--- config.mk ---
export PLATFORM = sky130hd
export DESIGN_NAME = mbist_march_ctrl
export DESIGN_NICKNAME = d
export VERILOG_FILES = /design/src/rtl/mbist_march_ctrl.sv
export SDC_FILE = /design/constraint.sdc
export NUM_CORES = 1
export LEC_CHECK = 0
export ABC_AREA = 0
export BUFFER_PORTS_ARGS = -buffer_cell sky130_fd_sc_hd__buf_2
export CAP_MARGIN = 20
export CELL_PAD_IN_SITES_DETAIL_PLACEMENT = 0
export CELL_PAD_IN_SITES_GLOBAL_PLACEMENT = 2
export CORE_MARGIN = 2
export CORE_UTILIZATION = 31
export CTS_BUF_LIST = sky130_fd_sc_hd__clkbuf_4 sky130_fd_sc_hd__clkbuf_8
export DETAILED_ROUTE_END_ITERATION = 8
export GPL_TIMING_DRIVEN = 0
export PLACE_DENSITY_LB_ADDON = 0.3
export SLEW_MARGIN = 20
export SYNTH_ARGS = -nofsm -noshare
export SYNTH_HDL_FRONTEND = slang
export SYNTH_SLANG_ARGS = --single-unit
--- constraint.sdc ---
create_clock -name clk -period 2.73 [get_ports clk]
set_clock_uncertainty 0.05 [all_clocks]
set_input_delay 0.546 -clock clk [delete_from_list [all_inputs] [get_ports clk]]
set_output_delay 0.546 -clock clk [all_outputs]
set_load 0.02 [all_outputs]
--- src/rtl/mbist_march_ctrl.sv ---
`timescale 1ns/1ps
// March C- BIST controller for a 2^ADDR_W x DATA_W single-port SRAM, with an on-chip comparator and fail capture.
// Optional MBIST_FAIL_STOP_EN: the first miscompare ends the test.
module mbist_march_ctrl #(
  parameter int ADDR_W = 8,
  parameter int DATA_W = 4,
  parameter int CNT_W  = 8
) (
  input  logic              clk,
  input  logic              rst,
  input  logic              start,
  output logic [ADDR_W-1:0] mem_addr,
  output logic [DATA_W-1:0] mem_wdata,
  output logic              mem_we,
  output logic              mem_re,
  input  logic [DATA_W-1:0] mem_rdata,
  output logic              busy,
  output logic              done,
  output logic              fail,
  output logic [ADDR_W-1:0] fail_addr,
  output logic [2:0]        fail_elem,
  output logic [CNT_W-1:0]  fail_count
);

  typedef enum logic [3:0] {
    S_IDLE, S_M0, S_M1, S_M2, S_M3, S_M4, S_M5, S_FLUSH, S_DONE
  } state_t;

  localparam logic [ADDR_W:0]  CNT_ONE  = {{ADDR_W{1'b0}}, 1'b1};
  localparam logic [ADDR_W:0]  CNT_TOP  = {1'b0, {ADDR_W{1'b1}}};
  localparam logic [CNT_W-1:0] FAIL_ONE = {{(CNT_W-1){1'b0}}, 1'b1};

  state_t            state;
  logic [ADDR_W:0]   cnt;
  logic              phase;      // 0: read slot of a pair, 1: write slot
  logic              cmp_vld;
  logic [DATA_W-1:0] cmp_exp;
  logic [ADDR_W-1:0] cmp_addr;
  logic [2:0]        cmp_elem;

  logic              up;
  logic [ADDR_W:0]   step;
  logic              last;
  logic              miscmp;
  logic [2:0]        elem;
  logic [DATA_W-1:0] wr_bg;
  logic [DATA_W-1:0] rd_bg;
  state_t            next_elem;
  logic [ADDR_W:0]   next_start;

  // The extra counter bit flags the step past either end of the array.
  always_comb begin
    up         = (state == S_M0) || (state == S_M1) || (state == S_M2);
    step       = up ? (cnt + CNT_ONE) : (cnt - CNT_ONE);
    last       = step[ADDR_W];
    miscmp     = busy && cmp_vld && (mem_rdata != cmp_exp);
    wr_bg      = ((state == S_M1) || (state == S_M3)) ? {DATA_W{1'b1}} : {DATA_W{1'b0}};
    rd_bg      = ((state == S_M2) || (state == S_M4)) ? {DATA_W{1'b1}} : {DATA_W{1'b0}};
    next_start = (state == S_M1) ? {(ADDR_W+1){1'b0}} : CNT_TOP;
    elem       = 3'd0;
    next_elem  = S_IDLE;
    case (state)
      S_M1: begin elem = 3'd1; next_elem = S_M2; end
      S_M2: begin elem = 3'd2; next_elem = S_M3; end
      S_M3: begin elem = 3'd3; next_elem = S_M4; end
      S_M4: begin elem = 3'd4; next_elem = S_M5; end
      S_M5: begin elem = 3'd5; next_elem = S_FLUSH; end
      default: begin elem = 3'd0; next_elem = S_IDLE; end
    endcase
  end

  always_ff @(posedge clk) begin
    if (rst) begin
      state      <= S_IDLE;
      cnt        <= '0;
      phase      <= 1'b0;
      mem_addr   <= '0;
      mem_wdata  <= '0;
      mem_we     <= 1'b0;
      mem_re     <= 1'b0;
      busy       <= 1'b0;
      done       <= 1'b0;
      fail       <= 1'b0;
      fail_addr  <= '0;
      fail_elem  <= '0;
      fail_count <= '0;
      cmp_vld    <= 1'b0;
      cmp_exp    <= '0;
      cmp_addr   <= '0;
      cmp_elem   <= '0;
    end else begin
      mem_we    <= 1'b0;
      mem_re    <= 1'b0;
      mem_wdata <= '0;
      cmp_vld   <= mem_re;
      cmp_exp   <= rd_bg;
      cmp_addr  <= mem_addr;
      cmp_elem  <= elem;

      if (miscmp) begin
        fail <= 1'b1;
        if (fail_count != {CNT_W{1'b1}}) fail_count <= fail_count + FAIL_ONE;
        if (!fail) begin
          fail_addr <= cmp_addr;
          fail_elem <= cmp_elem;
        end
      end

      case (state)
        S_IDLE, S_DONE: begin
          if (start) begin
            fail       <= 1'b0;
            fail_addr  <= '0;
            fail_elem  <= '0;
            fail_count <= '0;
            done       <= 1'b0;
            busy       <= 1'b1;
            state      <= S_M0;
            cnt        <= '0;
            phase      <= 1'b0;
            mem_addr   <= '0;
            mem_we     <= 1'b1;
          end
        end
        S_M0: begin
          if (last) begin
            state    <= S_M1;
            cnt      <= '0;
            phase    <= 1'b0;
            mem_re   <= 1'b1;
            mem_addr <= '0;
          end else begin
            cnt      <= step;
            mem_we   <= 1'b1;
            mem_addr <= step[ADDR_W-1:0];
          end
        end
        S_M1, S_M2, S_M3, S_M4: begin
          if (!phase) begin
            phase     <= 1'b1;
            mem_we    <= 1'b1;
            mem_wdata <= wr_bg;
          end else if (last) begin
            state    <= next_elem;
            cnt      <= next_start;
            phase    <= 1'b0;
            mem_re   <= 1'b1;
            mem_addr <= next_start[ADDR_W-1:0];
          end else begin
            cnt      <= step;
            phase    <= 1'b0;
            mem_re   <= 1'b1;
            mem_addr <= step[ADDR_W-1:0];
          end
        end
        S_M5: begin
          if (last) begin
            state <= S_FLUSH;
          end else begin
            cnt      <= step;
            mem_re   <= 1'b1;
            mem_addr <= step[ADDR_W-1:0];
          end
        end
        S_FLUSH: begin
          state <= S_DONE;
          busy  <= 1'b0;
          done  <= 1'b1;
        end
        default: begin
          state <= S_IDLE;
          busy  <= 1'b0;
        end
      endcase

`ifdef MBIST_FAIL_STOP_EN
      if (miscmp) begin
        state     <= S_DONE;
        busy      <= 1'b0;
        done      <= 1'b1;
        mem_we    <= 1'b0;
        mem_re    <= 1'b0;
        mem_wdata <= '0;
        cmp_vld   <= 1'b0;
      end
`else
`endif
    end
  end

endmodule
## Word level (Yosys, flattened, before mapping)

Cells that the tools add are included.

- Register bits after elaboration: 66
- Output and inout bits: 36
- Bits of input ports: 7

- Muxes and demuxes: 52
- Reductions and logical operators: 19
- Eq/ne operators: 16
- Add/sub/neg operators: 3
- Bitwise gates (word level): 2

Operators by type and width:

| kind | count |
|---|---|
| two-way mux 8 bit | 16 |
| two-way mux 9 bit | 4 |
| case mux 9 bit (4 select lines) | 1 |
| case mux 8 bit (4 select lines) | 1 |
| two-way mux 4 bit | 7 |
| case mux 4 bit (5 select lines) | 1 |
| equality test 4 x 3 -> 1 bit (second input constant) | 4 |
| case mux 3 bit (5 select lines) | 1 |
| two-way mux 3 bit | 4 |
| inequality test 2 bit (second input constant) | 6 |
| case mux 3 bit (4 select lines) | 1 |
| two-way mux 1 bit | 11 |
| adder 9 x 1 -> 9 bit (second input constant) | 1 |
| case mux 1 bit (3 select lines) | 3 |
| subtractor 9 x 1 -> 9 bit (second input constant) | 1 |
| adder 8 x 1 -> 8 bit (second input constant) | 1 |
| equality test 4 x 2 -> 1 bit (second input constant) | 2 |
| inequality test 8 bit (second input constant) | 1 |
| OR reduction 6 bit | 1 |
| AND reduction 5 bit | 1 |
| equality test 4 x 1 -> 1 bit (second input constant) | 1 |
| equality test 4 bit (second input constant) | 1 |
| logical NOT 4 bit | 1 |
| logical OR 1 bit | 4 |
| other kinds (13) | 17 |

## Longest topological paths before layout

- Depth in word-level cells: 7
- Gate-level depth with buffers: 14
- Gate-level depth less buffers: 11

## Worst setup path after synthesis

Ideal clock, no wire load.

- Path type: register -> register
- From: reg state[2]
- To: reg cnt[4]
- Arrival: 2.804 ns
- Data required time: 2.545 ns
- Cell stages (with the launch flop): 14
- Path slack: -0.260 ns
- Setup time: 0.135 ns
- Path buffers: 2
- Path through: dfxtp_1 or2_4 nor2_2 clkbuf_1 xnor2_1 ha_1 a21oi_1 or3_4 a2111oi_4 o21ba_1 buf_6 nor3b_1 o21ai_2 o311ai_2

- Word-level cells in the longest chain between the ends: 7
- Elaborated cells on any way between the ends: 24
- Those cells by class: eq/ne (10); mux (7); reduce/logical (7)

RTL lines:

| element | RTL line | text |
|---|---|---|
| from (decl) | 33 | `state_t state;` |
| from (signal assigned) | 144 | `state <= next_elem;` |
| equality test 4 x 1 -> 1 bit or equality test 4 x 2 -> 1 bit (tied branches) | 53, 109, 59 |  |
| logical OR 1 bit (2 in series) | 53 | `up = (state == S_M0) \|\| (state == S_M1) \|\| (state == S_M2);` |
| two-way mux 9 bit | 54 | `step = up ? (cnt + CNT_ONE) : (cnt - CNT_ONE);` |
| two-way mux 8 bit | 143 | `end else if (last) begin` |
| two-way mux 9 bit | 139 | `if (!phase) begin` |
| case mux 9 bit (4 select lines) | 109 | `case (state)` |
| to (signal assigned) | 145 | `cnt <= next_start;` |
| to (signal assigned) | 150 | `cnt <= step;` |
| to (signal assigned) | 160 | `cnt <= step;` |
| to (decl) | 34 | `logic [ADDR_W:0] cnt;` |

Parallel ways exist; a longest one is shown, timed or not. The select of a mux whose other input is x is not followed.
A chain may end at the register's enable or synchronous reset.

## Worst setup path after layout

- From: reg state[3]
- To: reg state[1]

- Word-level cells in the longest chain between the ends: 6
- Elaborated cells on any way between the ends: 24
- Those cells by class: eq/ne (13); mux (5); reduce/logical (6)

RTL lines:

| element |
|---|
| branches (longest 6 deep; another with case mux 4 bit (5 select lines)) |

Several ways; the timed one is not identified. The select of a mux whose other input is x is not followed.

==> flow_metrics.tcl <==
set metrics [dict create \
    drive_above_1_share_pct 32.6 \
    synth_area_leader_cell "dfxtp_1" \
    cpMaxStageDelayCell "or4_1" \
    crit-reg2reg-launch "state[3]$_SDFFE_PP0P_" \
    num_io_pins 43 \
    clock_sinks 51 \
    viasPerCell 5.22 \
    path_class "flip-flop to flip-flop" \
    root_buffer "clkbuf_8" \
    synth_top_area_share_pct 36.9 \
    grt_pass1_vias 2465 \
    dieArea_um2 9700 \
    worstMarginPinSlew_ns 0.717 \
    synth-edff-count 0 \
    antenna_found_initial 0 \
    nFillCells 904 \
    holdWs_ns 0.413 \
    cts_buffers 5 \
    p_clk_share_pct 11.0 \
    ant_nets 0 \
    seqPwrFrac_pct 22.0 \
    worstPathArrival_ns 3.08 \
    first_iter_violations 114 \
    setup_viol 12 \
    ys_types 64 \
    start_util_pct 31.9 \
    path_cells "or2_4, nor2_4, inv_4, ha_4, buf_6, a2111oi_4, a211o_1, o21ai_2, o21ai_2, nand2_1, or4_1, a21oi_2" \
    n_antenna_cell 0 \
    power_density_nw_per_um2 1210 \
    clk_latency_ns 0.31 \
    cpMostUsedCell "o21ai_2" \
    grt_setup_unrepaired "yes" \
    cts_buffer_depth 2 \
    finalHoldViolCount 0 \
    whs_endpoint "cmp_vld$_SDFF_PP0_" \
    period_needed_ns 2.89 \
    synth_area_um2 2770 \
    wl_per_cell_um 15.7 \
    synthCells 335 \
    ys_async_sr_fraction_pct 0 \
    p_int_mw 2.39 \
    hp-start "mem_re$_SDFF_PP0_" \
    ir_worst_vdd_v 0.000386 \
    dp_hpwl_mm 5.59 \
    vias 2663 \
    final_cell_count_no_fill 510 \
    hold_class "flip-flop to flip-flop" \
    clk_pin_slew_ns 0.09 \
    endpoint_kind "flip-flop" \
    ys_ff_latch 51 \
    period_share_pct 106 \
    drc 0 \
    crit_family "simple AND/OR/NAND/NOR gates" \
    fin_nets 413 \
    totalPowerFinal_mw 4.43 \
    grt_overflow 0 \
    cp.buffers_inverters 2 \
    r2r_end "state[1]$_SDFFE_PP0P_" \
    power_leakage_nw 1.42 \
    dr.pass1.iters 4 \
    areaGrowthSynthToFinish_pct 31.8 \
    rr_worst_depth 12 \
    fin_tns_setup_ns -0.844 \
    violations "setup timing" \
    p_sw_share_pct 46.1 \
    die_y_um 98.5 \
    grt_pass1_wl_mm 12.8 \
    maxSlewViolCount 0 \
    ys_warn_count 0 \
    dp.cells 485 \
    h-tree-depth 2 \
    grtUsageTotal_pct 16.0 \
    status "finished, violations left" \
    crit_path_max_incr_delay_ns 0.53 \
    start_kind "flip-flop" \
    fmax_mhz 346 \
    drt_wl_total_mm 8.03 \
    rows 34 \
    worst_slack_ns -0.163 \
    gp_congestion 0.858 \
    syn-num-nets 347 \
    final_util_pct 42.0 \
    max_slew_margin_pct 52.2 \
    io_buffers 42 \
    yosys-top-cells-area "dfxtp_1 37%, nor2_1 6.1%, a21oi_1 4.3%" \
    syn_area_per_cell_um2 8.27 \
    drv_cap 0 \
    hold_depth 1 \
    cts_tree "done" \
    ys_seq_area_share_pct 36.9 \
    power.switching_mw 2.04 \
    grt_max_degree 16 \
    required_ns 2.92 \
    core_um2 8680 \
    combPwrFrac_pct 67.0 \
    die_x_um 98.5 \
    rrSetupSlack_ns -0.16 \
    cp_max_fo 8 \
    synth_ff_type "dfxtp_1" \
]
==> layer usage <==
layer / vias to the layer above / share of wire [%] / global-route usage (%) / routed length, µm
li1: 1326 / - / - / -
met1: 1268 / 49 / 22.5 / 3920
met2: 57 / 46 / 25.2 / 3680
met3: 12 / 3.7 / 2.77 / 299
met4: 0 / 1.6 / 5.16 / 129
met5: - / 0 / 0 / 0
==> worst max path at each step <==
stage | startpoint | endpoint | slack, ns | cells after the start
final | state[3]$_SDFFE_PP0P_ | state[1]$_SDFFE_PP0P_ | -0.16 | 12
after global routing | state[2]$_SDFFE_PP0P_ | state[1]$_SDFFE_PP0P_ | -0.29 | 12
after CTS | state[3]$_SDFFE_PP0P_ | cnt[6]$_SDFFE_PP0P_ | -0.23 | 13
after detailed placement | state[3]$_SDFFE_PP0P_ | cnt[6]$_SDFFE_PP0P_ | -0.39 | 12
after global placement | state[3]$_SDFFE_PP0P_ | cnt[6]$_SDFFE_PP0P_ | -0.39 | 12
after floorplan | state[3]$_SDFFE_PP0P_ | cnt[4]$_SDFFE_PP0P_ | -0.01 | 12
==> power groups by stage <==
stage | logic, mW | clock network (mW) | registers (mW)
CTS | 2.76 | 0.510 | 0.971
global placement | 2.22 | 0 | 0.984
finish | 2.97 | 0.487 | 0.974
detailed placement | 2.21 | 0 | 0.985
floorplan | 1.65 | 0 | 1.03
global route | 3.19 | 0.548 | 0.988
==> kinds of logic (layout without fill, tap and decap cells) <==
group | count (synthesis) | count (layout) | synth area share (%)
AO/OA/AOI/OAI | 86 | 86 | 23.1
multiplexers | 12 | 12 | 4.34
adder cells (fa/ha/maj) | 5 | 5 | 2.26
XOR/XNOR | 10 | 10 | 3.16
flip-flops | 51 | 51 | 36.9
buffers and inverters | 38 | 105 | 6.51
AND/OR/NAND/NOR | 133 | 133 | 23.7
==> flip-flops by register name, summed over array words and instances, names as in the netlist <==
signal      flops
mem_we          1
cmp_vld         1
mem_re          1
busy            1
state           4
fail_count      8
fail            1
cmp_elem        3
fail_addr       8
cnt             8
phase           1
done            1
cmp_addr        8
mem_wdata       1
fail_elem       3
cmp_exp         1
==> timing repair <==
action | CTS | global route
buffers inserted | 16 | 3
pin swaps | 19 | 8
hold buffers | 0 | 0
endpoints found under the setup margin | 14 | 14
resized for setup | 33 | 16
endpoints found under the hold margin | 0 | 0
==> layout make-up <==
class	count	area (µm²)	area share, %
multi-input combinational	246	1830	50.3
clock inverter	1	7.51	0.206
buffer	22	130	3.57
inverter	14	55.1	1.51
tap	108	135	3.70
clock buffer	7	96.3	2.64
timing repair buffer	61	364	9.98
sequential	51	1030	28.1
==> cells in the final DEF (no fill, tap or decap), types with 6 or more instances in the layout <==
master,synthesis,routed
buf_4,4,20
dfxtp_1,51,49
nand2_1,26,26
clkbuf_8,0,7
o21ai_0,11,9
buf_2,6,47
nor3_1,14,13
nor2b_1,7,7
a21oi_1,24,22
nand3_1,7,6
clkbuf_1,9,7
mux2i_1,12,12
inv_1,14,13
nor2_1,45,43
==> per-stage QoR <==
step	setup WS, ns	cell area (µm²)
2_1_floorplan	-0.0121	2800
3_3_place_gp	-0.394	3150
3_5_place_dp	-0.387	3150
4_1_cts	-0.232	3550
5_1_grt	-0.292	3650
6_report	-0.163	3650
==> synth_stat cells, drive strengths merged, types with 5 or more instances <==
cell	instances
xnor2	6
nand2	26
ha	5
or3	5
nor4	7
a21oi	25
nor2	47
a31oi	6
mux2i	12
nor2b	7
inv	14
dfxtp	51
nand3	7
nor3	14
clkbuf	9
buf	15
o21ai	18
Power figures use the tool's default switching activity.
